===== src/rtl/adder_pkg.sv =====
// Shared widths and types for the two-stage 32-bit adder responder.
package adder_pkg;
    localparam int ADD_WIDTH  = 32;
    localparam int RES_WIDTH  = 33;
    localparam int HALF_WIDTH = 16;

    typedef logic [ADD_WIDTH-1:0] operand_t;
    typedef logic [RES_WIDTH-1:0] result_t;

    // Stage-1 payload: low half already summed, upper halves waiting for the carry.
    typedef struct packed {
        logic [HALF_WIDTH-1:0] sum_lo;
        logic                  carry;
        logic [HALF_WIDTH-1:0] a_hi;
        logic [HALF_WIDTH-1:0] b_hi;
    } s1_t;

    function automatic result_t finish_sum(input s1_t s1);
        logic [HALF_WIDTH:0] upper;
        upper = (HALF_WIDTH+1)'(s1.a_hi) + (HALF_WIDTH+1)'(s1.b_hi) + (HALF_WIDTH+1)'(s1.carry);
        return {upper, s1.sum_lo};
    endfunction
endpackage


===== src/rtl/result_fifo.sv =====
// Result FIFO; a push on a full FIFO is taken when a pop frees the slot on the same edge.
module result_fifo #(
    parameter int DEPTH = 4,
    parameter int WIDTH = 33
) (
    input  logic                       clk,
    input  logic                       rst,
    input  logic                       push,
    input  logic [WIDTH-1:0]           push_data,
    input  logic                       pop,
    output logic [WIDTH-1:0]           pop_data,
    output logic [$clog2(DEPTH):0]     count
);
    localparam int AW = $clog2(DEPTH);
    localparam int CW = AW + 1;

    logic [WIDTH-1:0] mem [DEPTH];
    logic [AW-1:0]    wr_ptr;
    logic [AW-1:0]    rd_ptr;
    logic             do_push;
    logic             do_pop;

    assign do_pop   = pop && (count != '0);
    assign do_push  = push && ((count < CW'(DEPTH)) || do_pop);
    assign pop_data = mem[rd_ptr];

    always_ff @(posedge clk) begin
        if (do_push) begin
            mem[wr_ptr] <= push_data;
        end
    end

    // Pointers wrap naturally since DEPTH is a power of two.
    always_ff @(posedge clk or posedge rst) begin
        if (rst) begin
            wr_ptr <= '0;
            rd_ptr <= '0;
            count  <= '0;
        end else begin
            if (do_push) wr_ptr <= wr_ptr + AW'(1);
            if (do_pop)  rd_ptr <= rd_ptr + AW'(1);
            case ({do_push, do_pop})
                2'b10:   count <= count + CW'(1);
                2'b01:   count <= count - CW'(1);
                default: count <= count;
            endcase
        end
    end
endmodule


===== src/rtl/adder_responder.sv =====
// Two-stage 32+32->33 adder with valid/ready operand intake and a result FIFO.
module adder_responder
    import adder_pkg::*;
#(
    parameter int RES_DEPTH = 4
) (
    input  logic                          clk,
    input  logic                          rst,
    input  logic                          op_valid,
    output logic                          op_ready,
    input  logic [ADD_WIDTH-1:0]          op_a,
    input  logic [ADD_WIDTH-1:0]          op_b,
    output logic                          res_valid,
    input  logic                          res_ready,
    output logic [RES_WIDTH-1:0]          res_sum,
    output logic [$clog2(RES_DEPTH):0]    res_count,
    output logic [15:0]                   txn_count
);
    localparam int CW = $clog2(RES_DEPTH) + 1;

    logic    init_done;
    logic    vld_p1;
    s1_t     s1_p1;
    result_t sum_p2;
    logic    accept;
    logic    pop;

    // Credit check counts the pair sitting in S1 so the FIFO can never overflow.
    assign op_ready  = init_done && ((res_count + CW'(vld_p1)) < CW'(RES_DEPTH));
    assign accept    = op_valid && op_ready;
    assign res_valid = (res_count != '0);
    assign pop       = res_valid && res_ready;

    always_ff @(posedge clk or posedge rst) begin
        if (rst) begin
            init_done <= 1'b0;
            vld_p1    <= 1'b0;
            txn_count <= '0;
        end else begin
            init_done <= 1'b1;
            vld_p1    <= accept;
            if (pop) txn_count <= txn_count + 16'd1;
        end
    end

    // Stage 1: low-half sum and carry, upper halves held for stage 2.
    always_ff @(posedge clk) begin
        if (accept) begin
            {s1_p1.carry, s1_p1.sum_lo} <= (HALF_WIDTH+1)'(op_a[HALF_WIDTH-1:0])
                                         + (HALF_WIDTH+1)'(op_b[HALF_WIDTH-1:0]);
            s1_p1.a_hi <= op_a[ADD_WIDTH-1:HALF_WIDTH];
            s1_p1.b_hi <= op_b[ADD_WIDTH-1:HALF_WIDTH];
        end
    end

    // Stage 2: upper-half add, written straight into the FIFO.
    assign sum_p2 = finish_sum(s1_p1);

    result_fifo #(
        .DEPTH (RES_DEPTH),
        .WIDTH (RES_WIDTH)
    ) u_fifo (
        .clk       (clk),
        .rst       (rst),
        .push      (vld_p1),
        .push_data (sum_p2),
        .pop       (pop),
        .pop_data  (res_sum),
        .count     (res_count)
    );
endmodule


===== config.mk =====
export PLATFORM = sky130hd
export DESIGN_NAME = adder_responder
export DESIGN_NICKNAME = d
export VERILOG_FILES = /design/src/rtl/adder_pkg.sv /design/src/rtl/result_fifo.sv /design/src/rtl/adder_responder.sv
export SDC_FILE = /design/constraint.sdc
export NUM_CORES = 1
export LEC_CHECK = 0
export CAP_MARGIN = 20
export CORE_MARGIN = 2
export CORE_UTILIZATION = 55
export DETAILED_ROUTE_END_ITERATION = 12
export PLACE_DENSITY = 0.86
export SYNTH_ARGS = -nofsm -noshare
export SYNTH_HDL_FRONTEND = slang
export SYNTH_HIERARCHICAL = 1
export SYNTH_SLANG_ARGS = --single-unit

===== constraint.sdc =====
create_clock -name clk -period 3.3 [get_ports clk]
set_input_delay 0.66 -clock clk [delete_from_list [all_inputs] [get_ports clk]]
set_output_delay 0.66 -clock clk [all_outputs]
set_load 0.005 [all_outputs]

== After elaboration in Yosys (flattened, before gate mapping) ==
Memories as Yosys holds them, arrays and structs flattened.
Index checks and enable logic that the tools add are counted.
Storage, ports and cells
  memories kept: 1
  memory bits (read-only): 0
  register bits: 74
  latch bits: 0
  RAM bits: 132
  input bits: 68
Cells by class
  $mul: 0
  equal/unequal tests: 2
  reductions and logical operators: 8
  shifts and indexed selects: 0
  $lt $le $gt $ge: 2
  multiplexer cells: 3
  add/subtract/negate cells: 9
  bitwise gates (word level): 0
  div/mod/pow operators: 0
Memories
  u_fifo.mem: depth 4, width 33, read ports 1, clocked after memory_dff 0, write ports 1, RTL line result_fifo.sv:17  | logic [WIDTH-1:0] mem [DEPTH];
Operators by type and width (count)
  adder 16 x 16 -> 17 bit: 2
  adder 17 x 1 -> 17 bit: 1
  adder 16 x 1 -> 16 bit, second input constant: 1
  less-than comparator 3 bit, second input constant: 2
  case mux 3 bit (2 select lines): 1
  logical AND 1 bit: 5
  adder 2 x 1 -> 2 bit, second input constant: 2
  adder 3 x 1 -> 3 bit: 1
  adder 3 x 1 -> 3 bit, second input constant: 1
  nonzero test 3 bit: 1
  subtractor 3 x 1 -> 3 bit, second input constant: 1
  equality test 2 x 1 -> 1 bit, second input constant: 1
  equality test 2 bit, second input constant: 1
  2-to-1 mux 1 bit: 2
  nonzero test 2 bit: 1
  logical OR 1 bit: 1

== Logic depth before layout (Yosys ltp) ==
Gate-level depths: netlist of the first run.
  word-level depth: 7
  depth in mapped cells: 10
  depth with buffers taken out: 9

== Cells and area by module ==
The synthesis of the first run kept the hierarchy.
Modules (own cells, without submodules)
  result_fifo: seq. area each 4139.0 µm², times used 1, cells an instance 210, area an instance 5227.5 µm²
  adder_responder: seq. area each 1921.8 µm², times used 1, cells an instance 322, area an instance 3773.6 µm²

== Least setup slack after synthesis of the first run ==
Ideal clock, no wire load.
  path kind: input port to flip-flop
  from: input port op_a[0]
  to: register s1_p1[45] in the netlist's numbering, data pin
  setup time: 0.258 ns
  arrival time: 2.365 ns
  required time: 3.042 ns
  stages on the path: 8
  path slack: 0.678 ns
  cell sequence: ha_1 fa_1 a21oi_4 o22ai_1 o41a_1 a21o_1 a21oi_2 xnor2_1
On the way
  word-level cells in the longest chain between the ends: 1
Ends and longest elaborated chain
  from (decl): RTL line adder_responder.sv:11  | input logic [ADD_WIDTH-1:0] op_a,
  adder 16 x 16 -> 17 bit: RTL line adder_responder.sv:50  | + (HALF_WIDTH+1)'(op_b[HALF_WIDTH-1:0]);
  to (decl): RTL line adder_responder.sv:23  | s1_t s1_p1;
Every way passes these cells.
A chain may end at the register's enable or synchronous reset.

== Worst setup path after layout of the first run ==
  from: register u_fifo.rd_ptr[0]
  to: output port res_sum[3]
On the way
  word-level cells in the longest chain between the ends: 1
Ends and longest elaborated chain
  from (decl): RTL line result_fifo.sv:19  | logic [AW-1:0] rd_ptr;
  from (signal assigned): RTL line result_fifo.sv:41  | if (do_pop) rd_ptr <= rd_ptr + AW'(1);
  memory (4 x 33 bit)
  to (decl): RTL line adder_responder.sv:15  | output logic [RES_WIDTH-1:0] res_sum,
Every way passes these cells.

==> metrics.cfg, run 1 <==
[drt]
drtIter0Drc=387
firstDrtPassIters=5
totalWireLength_mm=17.51
ant_nets=0
vias=5180
drc=0
wl_per_cell_um=19.37
via_per_inst=5.730

[yosys]
synthesis.area_um2=9001
synth_area_per_cell_um2=16.92
synthesis.nets=641
synth.top_cell.area_share_pct=60.38
synthCells=532
synth_warnings=6
ys_seq_area_share_pct=67.33
synth.distinct_cells=51
synth_ff_type=edfxtp_1
synthTopCellsByArea=edfxtp_1, mux4_2, dfrtp_1
synth_edf_count=181
synth_seq_cells=206
synthArstFlopShare_pct=12.14
yosysTopAreaCell=edfxtp_1

[clock_tree]
post_cts_resized=0
cts.clk_slew.worst_paths_ns=0.06
cts_setup_buffers=0
cts_buffers=21
clockBufferDepth=3
root_buffer=clkbuf_16
clk_latency_ns=0.49
htreeDepth=1
cts_tree=built
clock-sinks=206
holdBufCountCts=0

[worst_setup_path]
setup.worst_path.end_class=output pin
criticalPathCategory=reg -> out
ff2ff_setup_slack_ns=0.49
start_kind=flop
worst_r2r_path_depth=7
critPathArrivalTime_ns=2.27
critPathRequiredTime_ns=2.64
rr_startpoint=s1_p1[0]
rr_endpoint=u_fifo/mem[2][31]
path_max_fanout=19

[power]
ir_drop_mv=0.4274
p_per_area_nw_per_um2=726.7
leakage_nw=3.980

[placed_design]
dpl.hpwl_mm=11.98
gp_congestion=0.9086
portBuffers=121

[global_routing]
grt.total_usage_pct=20.43
antenna_found_initial=0
grt_pass1_wl_mm=28.37
grt_overflow=0
grt_pass1_vias=5528
grt_max_degree=51

[timing]
holdWs_ns=0.4770
fin_crit_ns=2.933
finalCritPeriodShare_pct=88.87
slew_viol_final=0
clock.fmax_ghz=0.3410
slew-limit-headroom_pct=52.43
tns_ns=0
clock-skew-final_ns=0.01792
rsz0062_at_grt=no
hold_viol=0
setup_viol=0
worst_slew_pin_slew_ns=0.7135

[floorplan]
core_um2=15940
initial_core_util_pct=56.46
die_w_um=131.9
ioPinCount=122
dieArea_um2=17410
fp-row-count=46
die_y_um=131.9

[cells_and_area]
final_layout_size_suffix_gt1_share_pct=12.94
n_fill_cell=991
antennaDiodeCount=0
area_growth_pct=23.46
fin_nets=782

[worst_hold_path]
min_path_type=in -> async

[flow_run]
drv_cap=0

[run_status]
status=finished clean

-- synthesized netlist by cell type, types with 5 or more instances --
| cell type | number |
|---|---|
| edfxtp_1 | 181 |
| ha_1 | 37 |
| mux4_2 | 28 |
| xnor2_1 | 28 |
| a21oi_1 | 25 |
| dfrtp_1 | 25 |
| nand2_1 | 20 |
| nor2_1 | 19 |
| inv_1 | 17 |
| nand3_1 | 17 |
| xor2_1 | 17 |
| a21o_1 | 9 |
| and2_1 | 7 |
| and3_1 | 7 |
| nand4_1 | 7 |
| o21ai_0 | 7 |
| o21a_1 | 6 |
| a211oi_1 | 5 |
| buf_2 | 5 |
| mux4_1 | 5 |
-- layout by cell type (no fill, tap or decap), drive strengths merged, types with 5 or more instances in the layout --
master	instances
clkinv	9
a211oi	5
ha	37
nand3	17
a21oi	29
and3	7
o21ai	9
nor2	19
o21a	6
a21o	9
inv	18
nand2	20
xnor2	28
mux4	33
edfxtp	181
dfrtp	25
clkbuf	24
clkdlybuf4s50	121
and2	7
buf	13
nand4	7
xor2	17
-- flip-flops by register name, summed over array words and instances (netlist names) --
name and flops:
init_done 1, s1_p1 49, txn_count 16, u_fifo/count 3, u_fifo/mem 132, u_fifo/rd_ptr 2, u_fifo/wr_ptr 2, vld_p1 1
-- logic make-up after synthesis --
group / Yosys count / share of synthesized area, %
buffers and inverters: 33 / 2.238
multiplexers: 36 / 8.827
other: 1 / 0.04166
XOR/XNOR: 45 / 4.379
adder cells (fa/ha/maj): 41 / 6.033
AO/OA/AOI/OAI: 83 / 6.450
AND/OR/NAND/NOR: 87 / 4.698
flip-flops: 206 / 67.33
-- how the worst max path moves through the flow --
stage / startpoint / endpoint
6_report: u_fifo/rd_ptr[0] / res_sum[3]
5_1_grt: u_fifo/rd_ptr[0] / res_sum[12]
4_1_cts: u_fifo/rd_ptr[0] / res_sum[16]
3_5_place_dp: op_b[0] / s1_p1[45]
3_3_place_gp: op_a[0] / s1_p1[45]
2_1_floorplan: op_a[0] / s1_p1[45]
-- metrics by stage --
step	util [%]	cells	cell area [µm²]	setup WS [ns]	power [W]
6_report	69.71	904	11110	0.3673	0.008076
3_5_place_dp	65.55	866	10450	0.05437	0.005868
2_1_floorplan	-	532	9001	0.6777	0.004861
4_1_cts	69.71	904	11110	0.3176	0.008161
5_1_grt	69.71	904	11110	0.2621	0.008441
3_3_place_gp	65.55	866	10450	0.1481	0.005757
-- report_power, final --
group          leakage (nW)  internal, W  switching [W]
combinational          1.70      0.00128        0.00110
sequential             1.96      0.00326       0.000180
clock                 0.326      0.00133       0.000928
-- cell type report --
class | instances | area (µm²) | area share [%]
clock buffers | 24 | 536.8 | 4.830
inverters | 17 | 63.81 | 0.5742
flip-flops and latches | 206 | 6062 | 54.55
clock inverters | 14 | 126.4 | 1.137
repair buffers | 134 | 1309 | 11.78
well taps | 216 | 270.3 | 2.432
multi-input cells | 293 | 2745 | 24.70
-- critical path, stage by stage (launching register included) --
cell and delay [ns]:
dfrtp_2 0.36, buf_4 0.35, mux4_2 0.61, clkdlybuf4s50_1 0.48
-- metal layers --
layer	wire length (µm)	global-route usage, %	up-vias
met5	0	0	-
met4	352	5.918	0
met3	862	2.845	33
met2	9410	37.41	183
met1	6882	25.39	2610
li1	-	-	2354
Power figures use the tool's default switching activity.
==> inputs of run 2 (changes only) <==
--- a/config.mk
+++ b/config.mk
@@ -9,7 +9,7 @@
 export CORE_MARGIN = 2
 export CORE_UTILIZATION = 55
 export DETAILED_ROUTE_END_ITERATION = 12
-export PLACE_DENSITY = 0.86
+export PLACE_DENSITY = 0.8
 export SYNTH_ARGS = -nofsm -noshare
 export SYNTH_HDL_FRONTEND = slang
 export SYNTH_HIERARCHICAL = 1
==> run 2 against run 1 <==
Critical path depth unchanged. Combinational power decreased by 2%. Register-to-register slack improved by 0.11 ns. Worst hold slack got worse by 0.039 ns. Global-route usage decreased by 0.89 points. Setup slack got worse by 0.20 ns. Via count decreased by 2.2%. Clock-buffer cell count decreased by 2. Sequential share of layout area decreased by 0.57 points. Fmax decreased by 6.3%. Utilization increased by 0.74 points. Largest cell class unchanged. Largest power group unchanged.
==> metrics.cfg, run 2 (synthesis results as in run 1) <==
[clock_tree]
post_cts_resized=0  ; unchanged
cts_buffers=22  ; was 21
root_buffer=clkbuf_16  ; unchanged
cts_setup_buffers=0  ; unchanged
holdBufCountCts=0  ; unchanged
cts_tree=built  ; unchanged
htreeDepth=1  ; unchanged
clk_latency_ns=0.50  ; was 0.49 ns
clockBufferDepth=3  ; unchanged
clock-sinks=206  ; unchanged
cts.clk_slew.worst_paths_ns=0.06  ; about the same

[cells_and_area]
multi_input_area_um2=2745  ; unchanged
mostFrequentLayoutCell=edfxtp_1  ; unchanged
largestRegisters=u_fifo/mem: 132 flops, s1_p1: 49 flops, txn_count: 16 flops  ; unchanged
antennaDiodeCount=0  ; unchanged
fin_nets=778  ; was 782
regArea_um2=6062  ; unchanged
n_fill_cell=1036  ; was 991
area_growth_pct=24.77  ; was 23.46%
largest_reg_flops=132  ; unchanged
final_layout_size_suffix_gt1_share_pct=12.41  ; was 12.94%
layout_common_cells=edfxtp_1, clkdlybuf4s50_1, ha_1  ; unchanged
top_register=u_fifo/mem  ; unchanged
fin_util_pct=70.44  ; was 69.71%

[drt]
totalWireLength_mm=16.89  ; was 17.51 mm
drtIter0Drc=374  ; was 387
ant_nets=0  ; unchanged
drc=0  ; unchanged
firstDrtPassIters=5  ; unchanged
wl_per_cell_um=18.75  ; was 19.37 µm
vias=5068  ; was 5180
via_per_inst=5.625  ; was 5.730

[global_routing]
grt_overflow=0  ; unchanged
grt_pass1_wl_mm=27.16  ; was 28.37 mm
grt.total_usage_pct=19.54  ; was 20.43%
antenna_found_initial=0  ; unchanged
grt_pass1_vias=5296  ; was 5528
grt_max_degree=51  ; unchanged

[worst_setup_path]
start_kind=flop  ; unchanged
path_max_fanout=10  ; was 19
critPathArrivalTime_ns=2.47  ; was 2.27 ns
critPathRequiredTime_ns=2.64  ; about the same
criticalPathCategory=reg -> out  ; unchanged
setup.worst_path.end_class=output pin  ; unchanged

[flow_run]
drv_cap=0  ; unchanged

[timing]
clock-skew-final_ns=0.01783  ; was 0.01792 ns
rsz0062_at_grt=no  ; unchanged
worst_slew_pin_slew_ns=0.7123  ; was 0.7135 ns
finalCritPeriodShare_pct=94.88  ; was 88.87%
hold_viol=0  ; unchanged
fin_crit_ns=3.131  ; was 2.933 ns
slew-limit-headroom_pct=52.46  ; was 52.43%
slew_viol_final=0  ; unchanged
clock.fmax_ghz=0.3194  ; was 0.3410 GHz
tns_ns=0  ; unchanged
setup_viol=0  ; unchanged

[floorplan]
core_um2=15940  ; unchanged
die_y_um=131.9  ; unchanged
ioPinCount=122  ; unchanged
fp-row-count=46  ; unchanged
initial_core_util_pct=56.46  ; unchanged
dieArea_um2=17410  ; unchanged
die_w_um=131.9  ; unchanged

[power]
p_per_area_nw_per_um2=741.3  ; was 726.7 nW/µm²
ir_drop_mv=0.4020  ; was 0.4274 mV
leakage_nw=4.009  ; was 3.980 nW

[placed_design]
portBuffers=121  ; unchanged
dpl.hpwl_mm=11.27  ; was 11.98 mm
gp_congestion=0.8572  ; was 0.9086

[worst_hold_path]
min_path_type=in -> async  ; unchanged

[run_status]
status=finished clean  ; unchanged

[run 2: cell count changes in the layout (fill, tap and decap cells not counted), sizes merged]
cell    before  now
buf         13    8
bufinv       2    4
clkbuf      24   22
clkinv       9   11
[run 2: routing by layer]
metal  routed length, µm  GRT usage [%]
met5                   0              0
met2                8779          35.24
met3                 877          3.614
met1                6956          24.44
met4                 279          5.012
[run 2: area by class of cell]
class                   instances  share of cell area [%]
flip-flops and latches        206                   53.98
multi-input cells             293                   24.44
repair buffers                129                   11.88
clock buffers                  22                   4.902
well taps                     216                   2.406
clock inverters                18                   1.827
inverters                      17                  0.5682
[run 2: final timing paths]
path / slack, ns / cells after the start / to / from
max reg2reg: 0.60 / 7 / u_fifo/mem[0][31] / s1_p1[0]
min reg2reg: 0.49 / 1 / txn_count[9] / txn_count[9]
min: 0.44 / 2 / u_fifo/count[0] / rst
min in group clk: 0.49 / 1 / txn_count[9] / txn_count[9]
max: 0.17 / 3 / res_sum[12] / u_fifo/rd_ptr[0]
max in group asynchronous: 2.23 / 2 / txn_count[7] / rst
[run 2: report_power, final]
group / total, W / leakage, nW / switching [W] / internal (W)
logic: 0.00234 / 1.69 / 0.00104 / 0.00130
clock network: 0.00253 / 0.366 / 0.000989 / 0.00154
registers: 0.00346 / 1.96 / 0.000200 / 0.00326
total: 0.00832 / 4.01 / 0.00223 / 0.00610
[run 2: stage by stage]
stage | hold slack (ns) | cell area [µm²] | cells | setup WS, ns | total power, W
after floorplan | 0.4587 | 9001 | 532 | 0.6777 | 0.004861
after global placement | 0.4586 | 10480 | 861 | 0.1607 | 0.005767
after detailed placement | 0.4844 | 10480 | 861 | 0.07966 | 0.005875
after CTS | 0.4345 | 11230 | 901 | 0.09115 | 0.008415
after global routing | 0.4566 | 11230 | 901 | 0.03931 | 0.008706
final | 0.4383 | 11230 | 901 | 0.1691 | 0.008325
[run 2: critical path, cell delays in order, from the launching register on]
cell and delay [ns]:
dfrtp_2 0.58, buf_4 0.30, mux4_1 0.62, clkdlybuf4s50_1 0.47
==> inputs of run 3 (changes only) <==
--- a/config.mk
+++ b/config.mk
@@ -5,6 +5,7 @@
 export SDC_FILE = /design/constraint.sdc
 export NUM_CORES = 1
 export LEC_CHECK = 0
+export ABC_CLOCK_PERIOD_IN_PS = 3300
 export CAP_MARGIN = 20
 export CORE_MARGIN = 2
 export CORE_UTILIZATION = 55
==> results of run 3 <==
Same layout as run 2: the final DEF is identical, and so are final timing and power.
